==> config.mk <==
export PLATFORM = sky130hd
export DESIGN_NAME = rr_decoder_arbiter
export DESIGN_NICKNAME = d
export VERILOG_FILES = /design/src/rtl/rr_decoder_arbiter.sv
export SDC_FILE = /design/constraint.sdc
export NUM_CORES = 1
export LEC_CHECK = 0
export ABC_AREA = 1
export CAP_MARGIN = 20
export CORE_MARGIN = 4
export CORE_UTILIZATION = 43
export DETAILED_ROUTE_END_ITERATION = 10
export PLACE_DENSITY = 0.73
export SETUP_SLACK_MARGIN = 0.1
export SYNTH_ARGS = -nofsm -noshare
export SYNTH_HDL_FRONTEND = slang
export SYNTH_SLANG_ARGS = --single-unit
export TNS_END_PERCENT = 30
==> constraint.sdc <==
create_clock -name i_clk -period 1.3 [get_ports i_clk]
set_clock_uncertainty 0.05 [all_clocks]
set_input_delay 0.195 -clock i_clk [delete_from_list [all_inputs] [get_ports i_clk]]
set_output_delay 0.195 -clock i_clk [all_outputs]
set_load 0.05 [all_outputs]
==> src/rtl/rr_decoder_arbiter.sv <==
// Round-robin arbiter owning a shared SEL_W-to-2**SEL_W decoder, with a one-cycle gap between owners.
// Define ARB_TIMEOUT_EN to compile in the MAX_HOLD grant-length limit and the timeout pulse.
module rr_decoder_arbiter #(
    parameter int unsigned SEL_W    = 2,
    parameter int unsigned MAX_HOLD = 16
) (
    input  logic                    i_clk,
    input  logic                    i_reset_n,
    input  logic [(2**SEL_W)-1:0]   i_req,
    input  logic                    i_done,
    output logic                    o_grant_en,
    output logic [SEL_W-1:0]        o_grant_sel,
    output logic [(2**SEL_W)-1:0]   o_grant,
    output logic                    o_busy,
    output logic                    o_timeout
);

    localparam int unsigned N = 2**SEL_W;

    if (MAX_HOLD < 2 || MAX_HOLD > 255) begin : g_bad_max_hold
        $error("MAX_HOLD must be in 2..255");
    end

    typedef enum logic [1:0] {StIdle, StGrant, StGap} state_e;

    state_e             r_state;
    state_e             w_state_d;
    logic [SEL_W-1:0]   r_ptr;
    logic [SEL_W-1:0]   w_ptr_d;
    logic               r_grant_en;
    logic               w_grant_en_d;
    logic [SEL_W-1:0]   r_grant_sel;
    logic [SEL_W-1:0]   w_grant_sel_d;
    logic [N-1:0]       r_grant;
    logic [N-1:0]       w_grant_d;
    logic               r_busy;
    logic               w_busy_d;
    logic               r_timeout;
    logic               w_timeout_d;

    logic               w_any_req;
    logic [SEL_W-1:0]   w_winner;
    logic               w_hold_expired;
    logic               w_release;

`ifdef ARB_TIMEOUT_EN
    localparam logic [7:0] HOLD_LAST = 8'(MAX_HOLD - 1);

    logic [7:0]         r_hold_cnt;
    logic [7:0]         w_hold_cnt_d;

    assign w_hold_expired = (r_hold_cnt == HOLD_LAST);
`else
    assign w_hold_expired = 1'b0;
`endif

    assign w_any_req = |i_req;
    assign w_release = i_done | ~i_req[r_grant_sel] | w_hold_expired;

    // Scan from the farthest offset down so the offset closest to r_ptr wins.
    always_comb begin
        w_winner = r_ptr;
        for (int i = N - 1; i >= 0; i--) begin
            if (i_req[r_ptr + SEL_W'(i)]) begin
                w_winner = r_ptr + SEL_W'(i);
            end
        end
    end

    always_ff @(posedge i_clk or negedge i_reset_n) begin
        if (!i_reset_n) begin
            r_state     <= StIdle;
            r_ptr       <= '0;
            r_grant_en  <= 1'b0;
            r_grant_sel <= '0;
            r_grant     <= '0;
            r_busy      <= 1'b0;
            r_timeout   <= 1'b0;
`ifdef ARB_TIMEOUT_EN
            r_hold_cnt  <= '0;
`endif
        end else begin
            r_state     <= w_state_d;
            r_ptr       <= w_ptr_d;
            r_grant_en  <= w_grant_en_d;
            r_grant_sel <= w_grant_sel_d;
            r_grant     <= w_grant_d;
            r_busy      <= w_busy_d;
            r_timeout   <= w_timeout_d;
`ifdef ARB_TIMEOUT_EN
            r_hold_cnt  <= w_hold_cnt_d;
`endif
        end
    end

    always_comb begin
        w_state_d = r_state;
        unique case (r_state)
            StIdle, StGap: w_state_d = w_any_req ? StGrant : StIdle;
            StGrant:       w_state_d = w_release ? StGap : StGrant;
            default:       w_state_d = StIdle;
        endcase
    end

    always_comb begin
        w_ptr_d       = r_ptr;
        w_grant_en_d  = r_grant_en;
        w_grant_sel_d = r_grant_sel;
        w_grant_d     = r_grant;
        w_busy_d      = r_busy;
        w_timeout_d   = 1'b0;
`ifdef ARB_TIMEOUT_EN
        w_hold_cnt_d  = r_hold_cnt;
`endif
        unique case (r_state)
            StIdle, StGap: begin
                w_grant_en_d = 1'b0;
                w_grant_d    = '0;
                w_busy_d     = 1'b0;
                if (w_any_req) begin
                    w_grant_en_d  = 1'b1;
                    w_grant_sel_d = w_winner;
                    w_grant_d     = N'(1) << w_winner;
                    w_busy_d      = 1'b1;
`ifdef ARB_TIMEOUT_EN
                    w_hold_cnt_d  = '0;
`endif
                end
            end
            StGrant: begin
                if (w_release) begin
                    w_grant_en_d = 1'b0;
                    w_grant_d    = '0;
                    w_busy_d     = 1'b0;
                    w_ptr_d      = r_grant_sel + SEL_W'(1);
                    // Only a revoke forced purely by the hold limit is reported.
                    w_timeout_d  = w_hold_expired & ~i_done & i_req[r_grant_sel];
                end
`ifdef ARB_TIMEOUT_EN
                else if (r_hold_cnt != HOLD_LAST) begin
                    w_hold_cnt_d = r_hold_cnt + 8'd1;
                end
`endif
            end
            default: begin
                w_grant_en_d = 1'b0;
                w_grant_d    = '0;
                w_busy_d     = 1'b0;
            end
        endcase
    end

    assign o_grant_en  = r_grant_en;
    assign o_grant_sel = r_grant_sel;
    assign o_grant     = r_grant;
    assign o_busy      = r_busy;
    assign o_timeout   = r_timeout;

endmodule

==> impl_results.md <==
- Largest net degree at the start of global routing: 12
- Mapped cell area: between 700 and 800 um2
- Placed inst area: 1010 um2
- #FFs+latches synth: 11
- DP Wirelength: about 1.4 mm
- CTS buffer count: 3
- Top FF cell, synth: dfrtp_1
- Hold WC Path Type: input port to asynchronous set/reset pin
- Post-Syn Nets: around 120
- Peak VDD IR: ~2300 uV
- CTS max path bufs: 2
- Final wirelength: around 2.2 mm
- Post-Syn Area per Cell: about 6.6 um2
- Count of final setup violators: 6
- Crit Path Max Fanout: 6
- First-pass GRT wire length: between 3 and 4 mm
- H-Tree Depth: 1
- Root Buffer: clkbuf_4
- DRT iter0 DRCs: 24
- Layout fillers: slightly above 90
- Num rows: 14
- CP endpoint kind: flip-flop
- WS Path Type: flip-flop to flip-flop
- Non-filler cells, final: ~150
- Failing checks: setup timing
- RSZ-0062 raised after global routing: true
- Yosys Warn Count: 0
- Final instance area: around 1200 um2
- Die width: approximately 50 um
- Area of the multi-input gates: approximately 500 um2
- Arrival @ worst endpoint: between 1500 and 2000 ps
- # IOs: 16
- MaxCap Viol Count: 0
- Post-synth top area share: roughly 38%
- Most frequent cell after synthesis: nand2_1
- P per Cell Area: between 2000 and 3000 nW/um2
- Via/cell ratio: around 5.2
- Worst setup margin: -258 ps
- Lkg Pwr: between 0.6 and 0.7 nW
- Seq/Total Area, Yosys: 38.5%
- Die Area: around 2400 um2
- Share of layout cells above drive strength 1: 54.3%
- Routed WL per cell: ~14 um
- CP Launch Type: flip-flop
- Status: complete, but fails checks
- CTS tree: built
- Final ANT Viol Nets: 0
- GRT Total Usage: between 10% and 20%
- Synth Instances: between 100 and 150
- Max Fclk: 642 MHz
- Core area: about 1500 um2
- DRC viols: 0
- Fin. max-slew vios: 0
- Fin util: around 80%
- Die Height: ~49 um
- Top post-synthesis cells by count: nand2_1 (48), inv_1 (13), nand3_1 (12), dfrtp_1 (11), o21ai_0 (6)
- Period utilisation layout: 120%
- Final min period: about 1600 ps
- Sequential cell area: about 280 um2
- Setup TNS: -1400 ps
- P&R area growth vs syn: 72.4%
- Initial antenna violation count: 0
- Clock Pin Slew Worst Setup and Hold Paths: roughly 70 ps
- Post-synth EDFFs: 0
- Final hold violations: 0
- Num Clock Sinks: 11
- Vias in the first global route: a little over 800
- CTS Hold Bufs: 0
- DR vias: 808
- Clk_lat worst skew: ~260 ps
- Area leader, netlist: dfrtp_1
- Initial Util: between 40 and 50%
- ANT cells: 0
- Placed insts: around 150
- Required time worst endpoint: 1390 ps
- Placer Congestion: between 0.8 and 0.9
- First-pass iteration count of the detailed router: 4
- Synth top area cells: dfrtp_1 (38%), nand2_1 (25%), nand3_1 (8.4%)
- IO Port Bufs: 14
- Synth cell types: 18
- Worst slack, placed: -460 ps
- Global route overflow: 0
- FFs w/ async S/R, synth: 100%
- # nets final: around 150
## kinds of logic (layout without fill, tap and decap cells)
| group | Yosys count | in the layout | share of synthesized area (%) |
|---|---|---|---|
| xor gates and xnor gates | 1 | 1 | 1.22 |
| AOI/OAI and AO/OA | 10 | 10 | 8.74 |
| other | 1 | 1 | 0.524 |
| and+or+nand+nor | 67 | 67 | 39.5 |
| buffers and inverters | 18 | 48 | 11.5 |
| DFF | 11 | 11 | 38.5 |
## layout make-up
class / count / share of cell area (%)
clock buffers: 4 / 2.13
inverters: 15 / 5.17
multi-input cells: 79 / 40.5
flip-flops and latches: 11 / 22.7
well taps: 16 / 1.62
repair buffers: 29 / 27.9
## metrics by stage
stage,hold WS [ps],power [mW]
finish,183,3.68
global route,177,3.93
CTS,180,3.24
detailed placement,468,2.76
global placement,451,2.69
floorplan,-151,1.96
## state kept, by name, summed over array words and instances (netlist names)
name         flops
o_grant          4
r_state          2
r_ptr            2
o_busy           1
o_grant_sel      2
## cell usage in the layout, fill, tap and decap left out, types with 2 or more instances in the layout
master and n:
inv_2 4, nand2_4 6, dlygate4sd2_1 2, buf_4 12, buf_6 3, o21ai_0 3
nand3_2 6, clkbuf_4 3, buf_12 8, o21ai_1 2, dfrtp_2 4, nand2_2 21
clkdlybuf4s50_1 3, o21ai_2 2, nand2_1 24, inv_1 9, nand3_1 6, nor2_1 2
dfrtp_1 7
## critical path, stage by stage (launching register included)
cell,delay (ps)
dfrtp_2,480
buf_6,170
nand2_4,50
nand2_2,60
nand2_2,70
nand2_2,50
inv_2,60
nand3_2,70
a21boi_2,240
o21ai_0,120
## where the power goes
group          total, mW  internal [mW]  switching [mW]  leakage, nW
combinational       2.75           1.17            1.57        0.497
clock              0.228          0.119           0.109       0.0150
sequential         0.707          0.498           0.209        0.134
## what timing repair did
item,4_1_cts,5_1_grt
gates resized for setup,25,31
pin swaps,13,14
cloned,0,0
endpoints found under the setup margin,12,13
endpoints found under the hold margin,0,0
buffers inserted,4,1
## worst paths after layout
check	startpoint	to	slack, ps	cells past startpoint
worst max-delay path	r_ptr[0]$_DFFE_PN0N_	o_grant_sel[1]$_DFFE_PN0P_	-260	9
worst min-delay path	i_reset_n	o_grant[3]$_DFFE_PN0N_	180	2
worst max register to register	r_ptr[0]$_DFFE_PN0N_	o_grant_sel[1]$_DFFE_PN0P_	-260	9
worst min register to register	o_grant[2]$_DFFE_PN0N_	o_grant[2]$_DFFE_PN0N_	510	2
max in group asynchronous	i_reset_n	o_grant_sel[1]$_DFFE_PN0P_	850	2
min in group i_clk	o_grant[2]$_DFFE_PN0N_	o_grant[2]$_DFFE_PN0N_	510	2
## layer usage
layer	part of all wire [%]	wire length, um	track usage [%]
met5	0	0	0
met4	0.94	21	8.07
met3	2.4	54	3.06
met2	57	1270	31.1
met1	40	888	21.1
No activity file was read; power rests on OpenSTA's default activity.
